--- config.mk ---
export PLATFORM = sky130hd
export DESIGN_NAME = alu_arbiter
export DESIGN_NICKNAME = d
export VERILOG_FILES = /design/src/rtl/alu_arbiter_pkg.sv /design/src/rtl/alu_arbiter_rr_arb2.sv /design/src/rtl/alu_arbiter.sv
export SDC_FILE = /design/constraint.sdc
export NUM_CORES = 1
export LEC_CHECK = 0
export ABC_CLOCK_PERIOD_IN_PS = 1400
export BUFFER_PORTS_ARGS = -buffer_cell sky130_fd_sc_hd__buf_2
export CORE_AREA = 2 2 109 111
export CTS_BUF_LIST = sky130_fd_sc_hd__clkbuf_4
export CTS_CLUSTER_SIZE = 30
export DETAILED_ROUTE_END_ITERATION = 6
export DIE_AREA = 0 0 111 113
export PLACE_DENSITY_LB_ADDON = 0.08
export REMOVE_ABC_BUFFERS = 1
export SYNTH_ARGS = -nofsm -noshare
export SYNTH_HDL_FRONTEND = slang
export SYNTH_SLANG_ARGS = --single-unit
--- constraint.sdc ---
create_clock -name clk -period 1.4 [get_ports clk]
set_input_delay 0.14 -clock clk [delete_from_list [all_inputs] [get_ports clk]]
set_output_delay 0.14 -clock clk [all_outputs]
set_load 0.01 [all_outputs]
--- src/rtl/alu_arbiter_pkg.sv ---
// Shared definitions for the ALU arbiter: FSM states, function width and ALU codes.
package alu_arbiter_pkg;

    localparam int unsigned ALUFN_W = 4;
    localparam int unsigned NUM_REQ = 2;

    typedef enum logic [1:0] {
        ST_IDLE = 2'd0,
        ST_EXEC = 2'd1,
        ST_RESP = 2'd2
    } state_t;

    // ALU function codes; the arbiter forwards them untouched.
    localparam logic [ALUFN_W-1:0] ALUFN_ADD = 4'h0;
    localparam logic [ALUFN_W-1:0] ALUFN_SUB = 4'h1;
    localparam logic [ALUFN_W-1:0] ALUFN_AND = 4'h2;
    localparam logic [ALUFN_W-1:0] ALUFN_OR  = 4'h3;
    localparam logic [ALUFN_W-1:0] ALUFN_XOR = 4'h4;
    localparam logic [ALUFN_W-1:0] ALUFN_SLT = 4'h5;
    localparam logic [ALUFN_W-1:0] ALUFN_SLL = 4'h6;
    localparam logic [ALUFN_W-1:0] ALUFN_SRL = 4'h7;

endpackage

--- src/rtl/alu_arbiter_rr_arb2.sv ---
// Two-way round-robin grant; the pointer remembers the last accepted index.
module rr_arb2
    import alu_arbiter_pkg::*;
(
    input  logic                     clk,
    input  logic                     rst_n,
    input  logic [NUM_REQ-1:0]       valid,
    input  logic                     advance,
    output logic [NUM_REQ-1:0]       grant
);

    logic last_q;

    // Grant the lone requester, or the one not served last on contention.
    always_comb begin
        grant = 2'b00;
        case (valid)
            2'b01:   grant = 2'b01;
            2'b10:   grant = 2'b10;
            2'b11:   grant = last_q ? 2'b01 : 2'b10;
            default: grant = 2'b00;
        endcase
    end

    // Pointer moves only when a granted request actually transfers.
    always_ff @(posedge clk or negedge rst_n) begin
        if (!rst_n) begin
            last_q <= 1'b1;
        end else if (advance) begin
            last_q <= grant[1];
        end
    end

endmodule

--- src/rtl/alu_arbiter.sv ---
// Arbitrates two requesters onto one external combinational ALU, one op at a time.
module alu_arbiter
    import alu_arbiter_pkg::*;
#(
    parameter int unsigned WIDTH = 32
) (
    input  logic                 clk,
    input  logic                 rst_n,
    input  logic [NUM_REQ-1:0]   req_valid,
    output logic [NUM_REQ-1:0]   req_ready,
    input  logic [ALUFN_W-1:0]   req0_alufn,
    input  logic [ALUFN_W-1:0]   req1_alufn,
    input  logic [WIDTH-1:0]     req0_a,
    input  logic [WIDTH-1:0]     req0_b,
    input  logic [WIDTH-1:0]     req1_a,
    input  logic [WIDTH-1:0]     req1_b,
    output logic [ALUFN_W-1:0]   alu_fn,
    output logic [WIDTH-1:0]     alu_a,
    output logic [WIDTH-1:0]     alu_b,
    input  logic [WIDTH-1:0]     alu_result,
    input  logic                 alu_zero,
    output logic                 resp_valid,
    input  logic                 resp_ready,
    output logic                 resp_id,
    output logic [WIDTH-1:0]     resp_result,
    output logic                 resp_zero,
    output logic                 busy
);

    state_t               state_q;
    state_t               state_d;
    logic [NUM_REQ-1:0]   grant;
    logic                 can_accept;
    logic                 accept;
    logic                 op_id_q;
    logic [ALUFN_W-1:0]   sel_fn;
    logic [WIDTH-1:0]     sel_a;
    logic [WIDTH-1:0]     sel_b;

    rr_arb2 u_rr_arb2 (
        .clk     (clk),
        .rst_n   (rst_n),
        .valid   (req_valid),
        .advance (accept),
        .grant   (grant)
    );

    // Operand mux for the granted requester.
    always_comb begin
        sel_fn = grant[1] ? req1_alufn : req0_alufn;
        sel_a  = grant[1] ? req1_a     : req0_a;
        sel_b  = grant[1] ? req1_b     : req0_b;
    end

    // State register.
    always_ff @(posedge clk or negedge rst_n) begin
        if (!rst_n) begin
            state_q <= ST_IDLE;
        end else begin
            state_q <= state_d;
        end
    end

    // Next state and handshake; a new op may enter while the old response drains.
    always_comb begin
        state_d    = state_q;
        can_accept = 1'b0;
        accept     = 1'b0;
        req_ready  = 2'b00;
        case (state_q)
            ST_IDLE: begin
                can_accept = 1'b1;
            end
            ST_RESP: begin
                can_accept = resp_ready;
            end
            default: begin
                can_accept = 1'b0;
            end
        endcase
        if (can_accept && rst_n) begin
            req_ready = grant;
        end
        accept = |(req_valid & req_ready);
        case (state_q)
            ST_IDLE: begin
                if (accept) begin
                    state_d = ST_EXEC;
                end
            end
            ST_EXEC: begin
                state_d = ST_RESP;
            end
            ST_RESP: begin
                if (resp_ready) begin
                    state_d = accept ? ST_EXEC : ST_IDLE;
                end
            end
            default: begin
                state_d = ST_IDLE;
            end
        endcase
    end

    // Operand capture drives the ALU for exactly the EXEC cycle; result captured at its end.
    always_ff @(posedge clk or negedge rst_n) begin
        if (!rst_n) begin
            alu_fn      <= '0;
            alu_a       <= '0;
            alu_b       <= '0;
            op_id_q     <= 1'b0;
            resp_id     <= 1'b0;
            resp_result <= '0;
            resp_zero   <= 1'b0;
        end else begin
            alu_fn <= accept ? sel_fn : '0;
            alu_a  <= accept ? sel_a  : '0;
            alu_b  <= accept ? sel_b  : '0;
            if (accept) begin
                op_id_q <= grant[1];
            end
            if (state_q == ST_EXEC) begin
                resp_id     <= op_id_q;
                resp_result <= alu_result;
                resp_zero   <= alu_zero;
            end
        end
    end

    // Status flags decoded straight from the state register.
    always_comb begin
        resp_valid = (state_q == ST_RESP);
        busy       = (state_q != ST_IDLE);
    end

endmodule
==> impl_results.md, run 1 <==
* Mapped Cells at 388
* Hold bufs inserted after CTS at 164
* Leading area contributor after synthesis: dfrtp_1
* Last stage reached: clock tree synthesis (4_1_cts)
* Core Rows at 39
* Die W at 111 um
* Status: aborted with a tool error
* Ys Warns at 0
* Post-Syn Area at 0.004369 mm2
* Yosys reg bits at 106
* Post-CTS Setup Repair Bufs at 3
* Post-cts sizing count at 8
* Gpl congestion at 0.8506
* CTS Buf Count at 9
* Post-DP HPWL at 9154 um
* Sequential cell area fraction in the yosys report at 0.6074
* Die Ht at 113 um
* Boundary Pins at 280
* Clock buffer depth at 2
* Post-placement cell count at 795
* H-tree levels at 3
* Dpl ws at 0.1166 ns
* Initial Utilization at 0.3876
* Synth top area cells: dfrtp_1 (60%), nand2_1 (12%), mux2_4 (10%)
* Syn avg cell area at 11.26 um2
* Sink Count at 106
* Stop Error: [ERROR RSZ-0060] Max buffer count reached.
* # port buffers at 279
* Clock tree root driver cell: clkbuf_4
* Cell variety after synth at 24
* Yosys top cell area share at 0.6014
## cell families after synthesis
kind of cell,count (synthesis),share of synthesized area
buf+inv,29,0.04324
mux,34,0.1125
flops,106,0.6074
simple gates,145,0.1283
compound gates,74,0.1085
## cell usage after synthesis
| cell type | instances |
|---|---|
| or2_2 | 1 |
| o21ai_1 | 1 |
| mux2_4 | 29 |
| dfrtp_1 | 105 |
| o2111ai_2 | 1 |
| nor2b_1 | 1 |
| buf_4 | 6 |
| clkbuf_1 | 4 |
| inv_2 | 2 |
| dfstp_2 | 1 |
| a21boi_2 | 1 |
| a21oi_2 | 20 |
| buf_2 | 10 |
| nand2_1 | 137 |
| a21bo_1 | 1 |
| nand4_1 | 1 |
| mux2_1 | 5 |
| nand3_1 | 1 |
| buf_6 | 6 |
| nor2_1 | 1 |
| o2bb2ai_1 | 2 |
| nand2b_1 | 3 |
| inv_1 | 1 |
| a21oi_1 | 48 |
## metrics by stage
stage	hold slack, ns	setup TNS, ns	instance area [um2]	util
floorplan	-0.1556	-81.61	4192	-
global placement	0.3157	0	5973	0.5299
detailed placement	0.3181	0	5973	0.5299
==> run 2: changes to the inputs <==
--- a/config.mk
+++ b/config.mk
@@ -7,12 +7,10 @@
 export LEC_CHECK = 0
 export ABC_CLOCK_PERIOD_IN_PS = 1400
 export BUFFER_PORTS_ARGS = -buffer_cell sky130_fd_sc_hd__buf_2
-export CORE_AREA = 2 2 109 111
-export CTS_BUF_LIST = sky130_fd_sc_hd__clkbuf_4
-export CTS_CLUSTER_SIZE = 30
+export CORE_AREA = 2 2 108 110
 export DETAILED_ROUTE_END_ITERATION = 6
-export DIE_AREA = 0 0 111 113
-export PLACE_DENSITY_LB_ADDON = 0.08
+export DIE_AREA = 0 0 110 112
+export PLACE_DENSITY_LB_ADDON = 0.15
 export REMOVE_ABC_BUFFERS = 1
 export SYNTH_ARGS = -nofsm -noshare
 export SYNTH_HDL_FRONTEND = slang
==> impl_results.md, run 2 <==
* First-pass GRT wire length at 19,030 um
* Post-DP HPWL at 9367 um (+2.3%)
* H-tree levels at 3 (unchanged)
* Max Cap Viol at 0
* Maximum VDD drop at 0.0008885 V
* Synth top area cells: dfrtp_1 (60%), nand2_1 (12%), mux2_4 (10%)
* WHS Path Cells at 2
* Clock tree root driver cell: clkbuf_16
* Post-Route WL at 12,610 um
* Slew HR at 0.6790
* Sequential cell area fraction in the yosys report at 0.6074 (unchanged)
* Leading register cell type out of synthesis: dfrtp_1
* GRT Util Overall at 0.2013
* Capturing element type of the critical path: output pin
* Clock-pin slew on the worst setup and hold paths at 0.07 ns
* Slew Viols, Final at 0
* Final WS setup at -0.004857 ns
* Clock buffer depth at 2 (unchanged)
* Reg2Reg Depth at 4
* Congestion Overflow GR at 0
* Area after DPL at 0.005961 mm2 (-0.21%)
* XOR/XNOR share of the synthesized area at 0 (unchanged)
* TritonCTS clock tree: yes
* TritonRoute pass-1 iters at 4
* Period Utilization, post-route at 1.003
* First DRT Iteration DRCs at 132
* Final hold vios at 0
* Leak at 3.587 nW
* Worst-margin pin slew at 0.4816 ns
* WL per Instance at 15.36 um
* Most numerous cell in the Yosys netlist: nand2_1
* Pwr dens at 1433 mW/mm2
* Status: complete, but fails checks
* Vias in the first global route at 3,991
* Crit-path max FO at 3
* Largest family of logic cells by synthesized area: simple AND/OR/NAND/NOR gates
* Yosys reg bits at 106 (unchanged)
* Full die area at 0.01232 mm2
* Commonest cells in the synthesized netlist: nand2_1 (137), dfrtp_1 (105), a21oi_1 (48)
* Avg Vias per Cell at 4.695
* Hold/Removal Path Class: in -> reg
* Worst skew pair latency at 0.33 ns
* Final ANT Viol Nets at 0
* Share of cells above drive strength 1 at 0.5531
* Die Ht at 112 um (-0.88%)
* Final Skew at 0.006041 ns
* Internal at 6.544 mW
* Mapped Cells at 388 (unchanged)
* Post-synthesis compound-gate area fraction at 0.1085 (unchanged)
* Initial Utilization at 0.3910 (+0.003385)
* Via count at 3,855
* Clock share of power at 0.287
* Post-Syn Area at 0.004369 mm2 (unchanged)
* Cell variety after synth at 24 (unchanged)
* Fraction of registers with async set/reset at 1.000 (unchanged)
* Post-synth EDFFs at 0 (unchanged)
* Final setup fails at 2
* Ant. Diodes at 0
* RSZ-0062 raised after global routing: true
* CTS Buf Count at 9 (unchanged)
* Commonest non-fill, non-tap cell in the layout: buf_2
* Comb power frac at 0.292
* Yosys top cell area share at 0.6014 (unchanged)
* Failing checks: negative setup slack
* # DRC at 0
* Syn avg cell area at 11.26 um2 (unchanged)
* # port buffers at 279 (unchanged)
* Sequential share of power at 0.421
* Gpl congestion at 0.7548 (-11%)
* Psw at 2.632 mW
* Core Rows at 39 (unchanged)
* Area growth from synthesis to layout at 46.59%
* Initial antenna violation count at 0
* Die W at 110 um (-0.90%)
* Max Clock Freq at 711.8 MHz
* Largest net degree at the start of global routing at 70
* CP required at 1.26 ns
* Worst path arrival time at 1.26 ns
* Most frequent cells in the layout: buf_2 (277), nand2_1 (136), dfrtp_1 (105)
* Top flop regs: alu_a (32), alu_b (32), resp_result (32)
* Final Cell Area at 0.006405 mm2
* Leading area contributor after synthesis: dfrtp_1
* Sink Count at 106 (unchanged)
* Setup CP Type: reg -> out
* Fillcell total at 1,003
* Final Critical Period at 1.405 ns
* Post-Synth Adder-Cell Area at 0 (unchanged)
* Dpl ws at 0.06589 ns (-0.05067 ns)
* Ys Warns at 0 (unchanged)
* Boundary Pins at 280 (unchanged)
* Mux contribution to synthesized area at 0.1125 (unchanged)
* Core area at 0.01117 mm2
* Post-synthesis simple-gate area fraction at 0.1283 (unchanged)
* CP Launch Type: flop
* # nets final at 848
* Post-route total power at 9.176 mW
* Sw Ratio at 0.2869
-- run 2: metrics by stage --
stage	util	std cells	hold WS, ns	TNS (ns)
2_1_floorplan	-	362	-0.1556	-81.61
3_3_place_gp	0.5334	795	0.2298	0
3_5_place_dp	0.5334	795	0.2448	0
4_1_cts	0.5679	817	0.006082	-0.02495
5_1_grt	0.5732	821	0.002068	-0.1748
6_report	0.5732	821	0.02070	-0.004862
-- run 2: critical path, cell delays in order (launching register included) --
cell and delay [ns]:
dfstp_2 0.55, a21bo_4 0.13, buf_8 0.09, nor2_2 0.02, buf_2 0.13
-- run 2: cell families after synthesis --
group | after synthesis
AND/OR/NAND/NOR | 145
flip-flops | 106
multiplexers | 34
buffers and inverters | 29
AO/OA/AOI/OAI | 74
-- run 2: layer usage --
layer  up-vias  part of all wire  routed length (um)  GRT usage
li1       1831                 -                   -          -
met1      1803              0.38                4776     0.2292
met4         0             0.021                 265    0.07089
met2       201              0.50                6278     0.3419
met5         -                 0                   0          0
met3        20              0.10                1289    0.07553
-- run 2: cell type report --
type,count,area (um2),area share
inverters,3,11.26,0.001758
well taps,143,178.9,0.02794
repair buffers,301,1674,0.2614
flip-flops and latches,106,2654,0.4143
clock buffers,10,229.0,0.03575
clock inverters,5,80.08,0.01250
multi-input cells,253,1578,0.2463
-- run 2: worst paths after layout --
kind                                               from                      endpoint  slack, ns
setup / recovery           u_rr_arb2.last_q$_DFFE_PN1P_                  req_ready[1]     -0.005
min in group asynchronous                         rst_n            alu_b[2]$_DFF_PN0_       0.46
setup reg to reg                 state_q[1]$_DFFE_PN0P_         resp_zero$_DFFE_PN0N_       0.04
hold reg to reg             resp_result[31]$_DFFE_PN0N_   resp_result[31]$_DFFE_PN0N_       0.49
max in group asynchronous                         rst_n  u_rr_arb2.last_q$_DFFE_PN1P_       0.55
hold / removal                            alu_result[0]    resp_result[0]$_DFFE_PN0N_       0.02
-- run 2: power groups by stage --
| stage | Combinational [mW] | Clock [mW] | Sequential (mW) |
|---|---|---|---|
| CTS | 2.66 | 2.71 | 3.87 |
| global placement | 2.55 | 0 | 3.89 |
| detailed placement | 2.58 | 0 | 3.93 |
| finish | 2.68 | 2.63 | 3.86 |
| global route | 2.93 | 2.84 | 3.92 |
| floorplan | 1.12 | 0 | 4.18 |
-- run 2: timing repair --
| action | in CTS | in global routing |
|---|---|---|
| pin swaps | 2 | 1 |
| buffers inserted | 5 | 4 |
| endpoints found under the hold margin | 106 | 0 |
| hold buffers | 2 | 0 |
| resized for setup | 4 | 7 |
| cloned | 0 | 0 |
| setup endpoints to repair | 2 | 26 |
No activity file was read; power rests on OpenSTA's default activity.
==> run 3: changes to the inputs <==
--- a/config.mk
+++ b/config.mk
@@ -7,11 +7,12 @@
 export LEC_CHECK = 0
 export ABC_CLOCK_PERIOD_IN_PS = 1400
 export BUFFER_PORTS_ARGS = -buffer_cell sky130_fd_sc_hd__buf_2
-export CORE_AREA = 2 2 108 110
+export CORE_AREA = 2 2 109 111
 export DETAILED_ROUTE_END_ITERATION = 6
-export DIE_AREA = 0 0 110 112
+export DIE_AREA = 0 0 111 113
 export PLACE_DENSITY_LB_ADDON = 0.15
 export REMOVE_ABC_BUFFERS = 1
 export SYNTH_ARGS = -nofsm -noshare
 export SYNTH_HDL_FRONTEND = slang
+export SYNTH_HIERARCHICAL = 1
 export SYNTH_SLANG_ARGS = --single-unit
==> impl_results.md, run 3 <==
* Status: complete, but fails checks
* Failing checks: negative setup slack
* # port buffers at 279 (unchanged)
* Ys Warns at 6 (+6)
* Post-placement cell count at 730 (-8.2%)
* Worst-margin pin slew at 0.5557 ns (+0.07418 ns)
* Final ANT Viol Nets at 0 (unchanged)
* CP required at 1.26 ns (about the same)
* Sink Count at 106 (unchanged)
* GRT Util Overall at 0.1918 (-0.009506)
* CP Launch Type: flop
* Ant. Diodes at 0 (unchanged)
* Yosys reg bits at 106 (unchanged)
* Synth top area cells: dfrtp_1 (59%), mux2i_1 (15%), mux2_4 (10%)
* Max Clock Freq at 631.5 MHz (-11%)
* Cell variety after synth at 23 (-4.2%)
* Clock buffer depth at 2 (unchanged)
* Maximum VDD drop at 0.001059 V (+19%)
* Max Cap Viol at 0 (unchanged)
* Clock-pin slew on the worst setup and hold paths at 0.07 ns (about the same)
* Multi-input logic area at 0.001604 mm2 (+1.7%)
* WL per Instance at 15.60 um (+1.6%)
* Core area at 0.01127 mm2 (+0.87%)
* Commonest cells in the synthesized netlist: dfrtp_1 (105), mux2i_1 (68), nor2_1 (68)
* Leak at 3.706 nW (+3.3%)
* Congestion Overflow GR at 0 (unchanged)
* Gpl congestion at 0.7856 (+4.1%)
* Hold/Removal Path Class: in -> reg
* Post-synth EDFFs at 0 (unchanged)
* First-pass GRT wire length at 18,650 um (-2.0%)
* Syn avg cell area at 14.10 um2 (+25%)
* Mapped Cells at 315 (-19%)
* TritonCTS clock tree: yes
* Post-DP HPWL at 8843 um (-5.6%)
* Core Rows at 39 (unchanged)
* Post-Syn Area at 0.004441 mm2 (+1.6%)
* Commonest non-fill, non-tap cell in the layout: buf_2
* Clock tree root driver cell: clkbuf_16
* RSZ-0062 raised after global routing: true
* Via count at 3,425 (-11%)
* Worst skew pair latency at 0.34 ns (about the same)
* Final setup fails at 73 (+71)
* Capturing element type of the critical path: output pin
* TritonRoute pass-1 iters at 4 (unchanged)
* Setup CP Type: reg -> out
* Final Critical Period at 1.583 ns (+0.1786 ns)
* Initial Utilization at 0.3939 (+0.002942)
* Full die area at 0.01254 mm2 (+1.8%)
* Period Utilization, post-route at 1.131 (+0.1275)
* # nets final at 779 (-8.1%)
* Area growth from synthesis to layout at 45.25%
* Sequential cell area fraction in the yosys report at 0.5976 (-0.009755)
* Slew Viols, Final at 0 (unchanged)
* Leading area contributor after synthesis: dfrtp_1
* Hold Worst Slack at 0.02670 ns (+0.006001 ns)
* Top flop regs: alu_a (32), alu_b (32), resp_result (32)
* Share of cells above drive strength 1 at 0.5954 (+0.04230)
* Die Ht at 113 um (+0.89%)
* First DRT Iteration DRCs at 125 (-5.3%)
* Most frequent cells in the layout: buf_2 (276), dfrtp_1 (105), mux2i_1 (66)
* Die W at 111 um (+0.91%)
* # DRC at 0 (unchanged)
* CTS Buf Count at 9 (unchanged)
* Post-Route WL at 11,710 um (-7.1%)
* Reg area at 0.002654 mm2 (unchanged)
* Finished Core Util at 0.5722 (-0.0009660)
* Worst path arrival time at 1.44 ns (+0.18 ns)
* Fillcell total at 981 (-2.2%)
* Vias in the first global route at 3,741 (-6.3%)
* Boundary Pins at 280 (unchanged)
* Avg Vias per Cell at 4.561 (-2.9%)
* Final Skew at 0.004117 ns (-0.001924 ns)
* Most numerous cell in the Yosys netlist: dfrtp_1
* Largest net degree at the start of global routing at 107 (+53%)
* Crit-path max FO at 2 (-1)
* Leading register cell type out of synthesis: dfrtp_1
* Yosys top cell area share at 0.5917 (-0.009659)
* Slew HR at 0.6295 (-0.04945)
* Final WS setup at -0.1834 ns (-0.1786 ns)
* H-tree levels at 3 (unchanged)
* Initial antenna violation count at 0 (unchanged)
* Finished Layout Cells at 751 (-8.5%)
* Pwr dens at 1534 mW/mm2 (+7.0%)
* Final hold vios at 0 (unchanged)
* Fraction of registers with async set/reset at 1.000 (unchanged)
[run 3: changes by cell type after synthesis, moves of 6 or more]
cell	change
a21oi_2	-20
nand2_1	-137
mux2i_1	+68
a21oi_1	-48
buf_4	-6
nor2_1	+67
[run 3: worst max-delay path: stages, from the launching register on]
cell and delay (ns):
dfstp_2 0.55, inv_2 0.04, a21boi_2 0.13, buf_4 0.13, and3_4 0.17, buf_6 0.09
[run 3: kinds of logic (layout without fill, tap and decap cells)]
family,after synthesis,in the layout,share of synthesized area
buf+inv,23,316,0.05044
compound gates,6,6,0.01127
flops,106,106,0.5976
mux,103,103,0.2674
simple gates,77,77,0.07326
[run 3: repair_timing]
item	CTS	global route
setup endpoints to repair	73	73
hold buffers	2	0
pin swaps	2	1
hold endpoints to repair	106	0
gates cloned	1	0
gates resized for setup	16	5
buffers inserted	3	1
[run 3: report_power, final]
group | switching, mW | internal [mW] | total (mW)
clock | 1.07 | 1.46 | 2.52
sequential | 0.313 | 3.76 | 4.07
combinational | 1.44 | 1.85 | 3.30
[run 3: through the flow]
step / power, mW / worst slack (ns) / area, um2 / setup TNS [ns]
6_report: 9.892 / -0.1834 / 6450 / -6.055
5_1_grt: 10.42 / -0.2575 / 6450 / -13.09
4_1_cts: 10.00 / -0.1922 / 6429 / -5.540
3_5_place_dp: 7.289 / -0.1933 / 5997 / -8.084
3_3_place_gp: 7.238 / -0.1279 / 5997 / -3.329
2_1_floorplan: 5.951 / -3.090 / 4232 / -225.73
[run 3: worst paths after layout]
kind                                                   start                           end  slack [ns]  depth (start not counted)
worst max-delay path            u_rr_arb2/last_q$_DFFE_PN1P_                  req_ready[0]       -0.18                          5
worst min-delay path                          alu_result[25]   resp_result[25]$_DFFE_PN0N_        0.03                          2
worst max register to register  u_rr_arb2/last_q$_DFFE_PN1P_  u_rr_arb2/last_q$_DFFE_PN1P_       -0.14                          7
worst min register to register   resp_result[31]$_DFFE_PN0N_   resp_result[31]$_DFFE_PN0N_        0.50                          1
max in group asynchronous                              rst_n           alu_b[28]$_DFF_PN0_        0.50                          3
min in group asynchronous                              rst_n    resp_result[5]$_DFFE_PN0N_        0.49                          3
[run 3: routing by layer]
layer	vias up	track usage	wire length [um]
met1	1591	0.2174	4465
li1	1635	-	-
met3	17	0.08141	1318
met2	182	0.3215	5694
met4	0	0.07917	235
met5	-	0	0
[run 3: layout make-up]
| cell class | instances | share of cell area |
|---|---|---|
| Clock inverter | 3 | 0.006208 |
| Sequential cell | 106 | 0.4114 |
| Multi-Input combinational cell | 186 | 0.2487 |
| Timing Repair Buffer | 298 | 0.2644 |
| Tap cell | 143 | 0.02774 |
| Inverter | 4 | 0.002328 |
| Clock buffer | 11 | 0.03919 |
